--- src/rtl/ila_refinement_monitor.sv ---
// ILA refinement monitor: tracks one issued instruction through fixed-cycle end checks and grades the refinement maps.
// Latency: start 1 cycle after issue; end strobes combinational at END_CYCLE / END2_CYCLE; verdict flags register 1 edge later.
// Backpressure: none; issue while tracking is ignored, and commit writes are dropped once the first end has passed.
//
// Ports:
//   clk, rst            sole clock, synchronous active-high reset
//   issue               request to begin tracking one instruction
//   ila_valid/decode    sampled into the qualifier on the start edge
//   map_eq, map_en      per-map equality results and run-time enables
//   commit_*            per-channel commit registers (reset load, write enable, data, current value)
//   start..reseted      phase flags; cycle_cnt saturating cycle counter
//   iend, iend2         single-cycle end strobes; mem_compare = iend | ended
//   pass, fail, vacuous verdict; fail_idx lowest failing map index at first failure
module ila_refinement_monitor #(
    parameter int NUM_MAP    = 16,
    parameter int END_CYCLE  = 4,
    parameter int END2_CYCLE = 6,
    parameter int MAX_CYCLE  = 9,
    parameter int NUM_CH     = 2,
    parameter int DATA_W     = 9,
    parameter logic [NUM_MAP-1:0] END_MASK  = '1,
    parameter logic [NUM_MAP-1:0] END2_MASK = '1,
    localparam int CNT_W  = $clog2(MAX_CYCLE + 1),
    localparam int FIDX_W = (NUM_MAP > 1) ? $clog2(NUM_MAP) : 1
) (
    input  logic                     clk,
    input  logic                     rst,
    input  logic                     issue,
    input  logic                     ila_valid,
    input  logic                     ila_decode,
    input  logic [NUM_MAP-1:0]       map_eq,
    input  logic [NUM_MAP-1:0]       map_en,
    input  logic [NUM_CH*DATA_W-1:0] commit_init,
    input  logic [NUM_CH-1:0]        commit_we,
    input  logic [NUM_CH*DATA_W-1:0] commit_din,
    output logic [NUM_CH*DATA_W-1:0] commit_q,
    output logic                     start,
    output logic                     started,
    output logic                     ended,
    output logic                     ended2,
    output logic                     reseted,
    output logic [CNT_W-1:0]         cycle_cnt,
    output logic                     iend,
    output logic                     iend2,
    output logic                     mem_compare,
    output logic                     pass,
    output logic                     fail,
    output logic                     vacuous,
    output logic [FIDX_W-1:0]        fail_idx
);

    localparam logic [CNT_W-1:0] MAX_C  = CNT_W'(MAX_CYCLE);
    localparam logic [CNT_W-1:0] END_C  = CNT_W'(END_CYCLE);
    localparam logic [CNT_W-1:0] END2_C = CNT_W'(END2_CYCLE);

    logic                     start_q, start_d;
    logic                     started_q, started_d;
    logic                     ended_q, ended_d;
    logic                     ended2_q, ended2_d;
    logic                     reseted_q, reseted_d;
    logic                     qual_q, qual_d;
    logic                     pass_q, pass_d;
    logic                     fail_q, fail_d;
    logic [CNT_W-1:0]         cnt_q, cnt_d;
    logic [FIDX_W-1:0]        fidx_q, fidx_d;
    logic [NUM_CH*DATA_W-1:0] commit_d;

    logic [NUM_MAP-1:0] bad1, bad2, fail_vec;
    logic               iend_c, iend2_c, fail_now, pass_now;
    logic [FIDX_W-1:0]  low_idx;

    always_comb begin
        // End strobes are combinational so the maps are graded in the same cycle they are presented.
        iend_c  = started_q & reseted_q & ~ended_q & (cnt_q == END_C);
        iend2_c = ended_q & ~ended2_q & started_q & (cnt_q == END2_C);

        bad1     = ~map_eq & map_en & END_MASK;
        bad2     = ~map_eq & map_en & END2_MASK;
        fail_now = qual_q & ((iend_c & |bad1) | (iend2_c & |bad2));
        pass_now = qual_q & iend_c & ~|bad1;

        // iend and iend2 are mutually exclusive (one needs ~ended, the other ended).
        fail_vec = iend_c ? bad1 : bad2;
        low_idx  = '0;
        for (int i = NUM_MAP - 1; i >= 0; i--) begin
            if (fail_vec[i]) low_idx = FIDX_W'(i);
        end

        start_d   = start_q ? 1'b0 : (issue & ~started_q);
        started_d = started_q | start_q;
        cnt_d     = ((start_q | started_q) && (cnt_q < MAX_C)) ? cnt_q + 1'b1 : cnt_q;
        ended_d   = ended_q | iend_c;
        ended2_d  = ended2_q | iend2_c;
        reseted_d = reseted_q;
        qual_d    = start_q ? (ila_valid & ila_decode) : qual_q;
        fail_d    = fail_q | fail_now;
        // A later failure overrides an earlier pass so the two are never both set.
        pass_d    = fail_now ? 1'b0 : (pass_q | pass_now);
        fidx_d    = (fail_now && !fail_q) ? low_idx : fidx_q;

        commit_d = commit_q;
        for (int ch = 0; ch < NUM_CH; ch++) begin
            if (commit_we[ch] && !ended_q) begin
                commit_d[ch*DATA_W +: DATA_W] = commit_din[ch*DATA_W +: DATA_W];
            end
        end
    end

    always_ff @(posedge clk) begin
        if (rst) begin
            start_q   <= 1'b0;
            started_q <= 1'b0;
            ended_q   <= 1'b0;
            ended2_q  <= 1'b0;
            reseted_q <= 1'b1;
            qual_q    <= 1'b0;
            pass_q    <= 1'b0;
            fail_q    <= 1'b0;
            cnt_q     <= '0;
            fidx_q    <= '0;
            commit_q  <= commit_init;
        end else begin
            start_q   <= start_d;
            started_q <= started_d;
            ended_q   <= ended_d;
            ended2_q  <= ended2_d;
            reseted_q <= reseted_d;
            qual_q    <= qual_d;
            pass_q    <= pass_d;
            fail_q    <= fail_d;
            cnt_q     <= cnt_d;
            fidx_q    <= fidx_d;
            commit_q  <= commit_d;
        end
    end

    assign start       = start_q;
    assign started     = started_q;
    assign ended       = ended_q;
    assign ended2      = ended2_q;
    assign reseted     = reseted_q;
    assign cycle_cnt   = cnt_q;
    assign iend        = iend_c;
    assign iend2       = iend2_c;
    assign mem_compare = iend_c | ended_q;
    assign pass        = pass_q;
    assign fail        = fail_q;
    assign vacuous     = started_q & ~qual_q;
    assign fail_idx    = fidx_q;

endmodule

--- config.mk ---
export PLATFORM = sky130hd
export DESIGN_NAME = ila_refinement_monitor
export DESIGN_NICKNAME = d
export VERILOG_FILES = /design/src/rtl/ila_refinement_monitor.sv
export SDC_FILE = /design/constraint.sdc
export NUM_CORES = 1
export LEC_CHECK = 0
export BUFFER_PORTS_ARGS = -buffer_cell sky130_fd_sc_hd__buf_4
export CORE_MARGIN = 2
export CORE_UTILIZATION = 45
export DETAILED_ROUTE_END_ITERATION = 6
export PLACE_DENSITY = 0.88
export SLEW_MARGIN = 10
export SYNTH_ARGS = -nofsm -noshare
export SYNTH_HDL_FRONTEND = slang
export SYNTH_SLANG_ARGS = --single-unit
--- constraint.sdc ---
create_clock -name clk -period 3.18 [get_ports clk]
set_clock_uncertainty 0.05 [all_clocks]
set_input_delay 0.477 -clock clk [delete_from_list [all_inputs] [get_ports clk]]
set_output_delay 0.477 -clock clk [all_outputs]
set_load 0.005 [all_outputs]
==> run metrics <==
# H-tree levels=2; area leader, netlist=edfxtp_1; LEAKAGE=1.21 nW; worst setup path category=reg -> out; initial antenna violation count=0; CTS Buf Count=5; worst-path maximum fanout=5; Multi-input gate area=863 um2; Sequential Area=841 um2; effective utilization at floorplan=47.3%; first-pass GRT wire length=6360 um; hold_buf cts=0; Reg clk slew, reported paths=0.06 ns; PD cells=392 nW/um2; Distinct cells, synth=38; layout cells sized above 1=52.4%; FFs w/ async S/R, synth=0%; via-per-instance ratio=4.86; endpoint class of the critical path=output port; CTS tree=built; worst-skew pair later-pin latency=0.27 ns; final hold vios=0; Total Nets Final=353; post-CTS resize count=0; Peak VDD IR=0.000262 V; ANT cells=0; CP Data Required Time=2.65 ns; cell with the most instances after synthesis=nor2_1; status=complete, no violations; DRC Markers=0; arrival time at the worst endpoint=1.35 ns; RSZ-0062 raised after global routing=no; Ys Warns=0; Mapped Avg Cell Area=10.8 um2; syn nets=241; DR iter-0 viols=56; Die Height=66.3 um; WL final=4160 um; routed length per placed instance=12.9 um; max_cap viols=0; largest net degree at the start of global routing=37; type of origin of the critical path=flop; row count=22; final setup fails=0; gr usage total=19.1%; vias in the first global route=1506; fillcell total=279; Setup TNS=0 ns; Yosys top cell area share=31.0%; number of register bits inferred by synthesis=33; area grow syn2layout=55.5%; Achievable Freq=534 MHz; I/O Buffers=110; non-filler cells, final=323; number of synthesized flops with an enable pin=18; Synth top cells by count=24 x nor2_1, 18 x edfxtp_1, 18 x mux2_2, 18 x nor2b_1, 15 x dfxtp_1; post-CTS setup buffer count=0; Final Cycle Share=58.9%; TritonRoute pass-1 iters=4; routability cong.=0.746; top post-synthesis cells by area=edfxtp_1 31%, dfxtp_1 17%, mux2_2 12%; io pins=112; remaining antenna violation count=0; grt ovf=0; Longest Clk Path Bufs=2; Die ar.=4390 um2; total power=1.06 mW; DR vias=1571; dpl cells=315; HP Class=in -> reg; root buffer cell=clkbuf_8; sequential area share after synthesis=48.2%; cell area after synthesis=1740 um2; core area=3690 um2; dpl hpwl=3380 um; max-slew violation count=0; Main synth FF type=edfxtp_1; Post-Synthesis Cells=162; Die Width=66.3 um; Period minus WS final=1.87 ns; clock sink total=33
## worst max-delay path: stages (launching register included)
cell	delay (ns)
dfxtp_1	0.41
inv_1	0.10
ha_1	0.20
nand2b_1	0.10
o21ai_0	0.11
buf_4	0.16
## cells by family (layout without fill, tap and decap cells)
family | after synthesis | after routing | share of synthesized area (%)
AO/OA/AOI/OAI | 24 | 24 | 9.40
XOR/XNOR | 2 | 2 | 1.00
adder cells (fa/ha/maj) | 4 | 4 | 2.87
buffers and inverters | 9 | 122 | 2.30
flip-flops | 33 | 33 | 48.2
multiplexers | 19 | 19 | 12.2
other | 1 | 1 | 0.215
AND/OR/NAND/NOR | 70 | 70 | 23.8
## power by group
part           switching, mW  total [mW]  internal, mW
logic                 0.0763       0.207         0.131
registers             0.0126       0.492         0.479
clock network          0.133       0.364         0.231
## flip-flops by register name (all words and copies together), names as in the netlist
register	cells
qual_q	1
started	1
cycle_cnt	4
commit_q	18
ended2	1
fail	1
pass	1
ended	1
fail_idx	4
start	1
## routing by layer
layer	up-vias	routed length, um	global-route usage, %
li1	794	-	-
met1	706	1670	21.7
met2	66	2060	34.1
met3	5	395	5.11
met4	0	33	6.63
met5	-	0	0
## layout by cell type, fill, tap and decap left out, drive strengths merged, types with 2 or more instances in the layout
| cell type | n |
|---|---|
| buf | 110 |
| nor2 | 25 |
| mux2 | 18 |
| nor2b | 18 |
| edfxtp | 18 |
| dfxtp | 15 |
| a21oi | 10 |
| nand2b | 9 |
| clkbuf | 6 |
| nand2 | 5 |
| inv | 4 |
| ha | 4 |
| nand3 | 3 |
| a211o | 3 |
| nor4 | 3 |
| a211oi | 3 |
| nand3b | 2 |
| o21ai | 2 |
| a21o | 2 |
| nor4b | 2 |
## path summary, 6_finish.rpt
kind	from	to	slack, ns	depth (start not counted)
worst min-delay path	issue	start	0.43	2
worst max register to register	cycle_cnt[0]	fail_idx[0]	1.40	8
worst max-delay path	cycle_cnt[0]	mem_compare	1.31	5
worst min register to register	fail_idx[0]	fail_idx[0]	0.43	2
## area by class of cell
cell class	instances	share of cell area [%]
sequential	33	31.0
timing repair buffer	110	30.5
multi-input combinational	120	31.8
clock buffer	6	2.68
inverter	4	0.554
clock inverter	2	1.25
tap	48	2.22
## stage by stage
stage / util, % / worst slack (ns) / area [um2] / hold WS (ns)
floorplan: - / 1.50 / 1740 / 0.407
finish: 73.5 / 1.31 / 2710 / 0.428
global route: 73.5 / 1.17 / 2710 / 0.437
detailed placement: 70.6 / 1.23 / 2610 / 0.419
global placement: 70.6 / 1.29 / 2610 / 0.403
CTS: 73.5 / 1.28 / 2710 / 0.419
(Power assumes the default switching activity.)
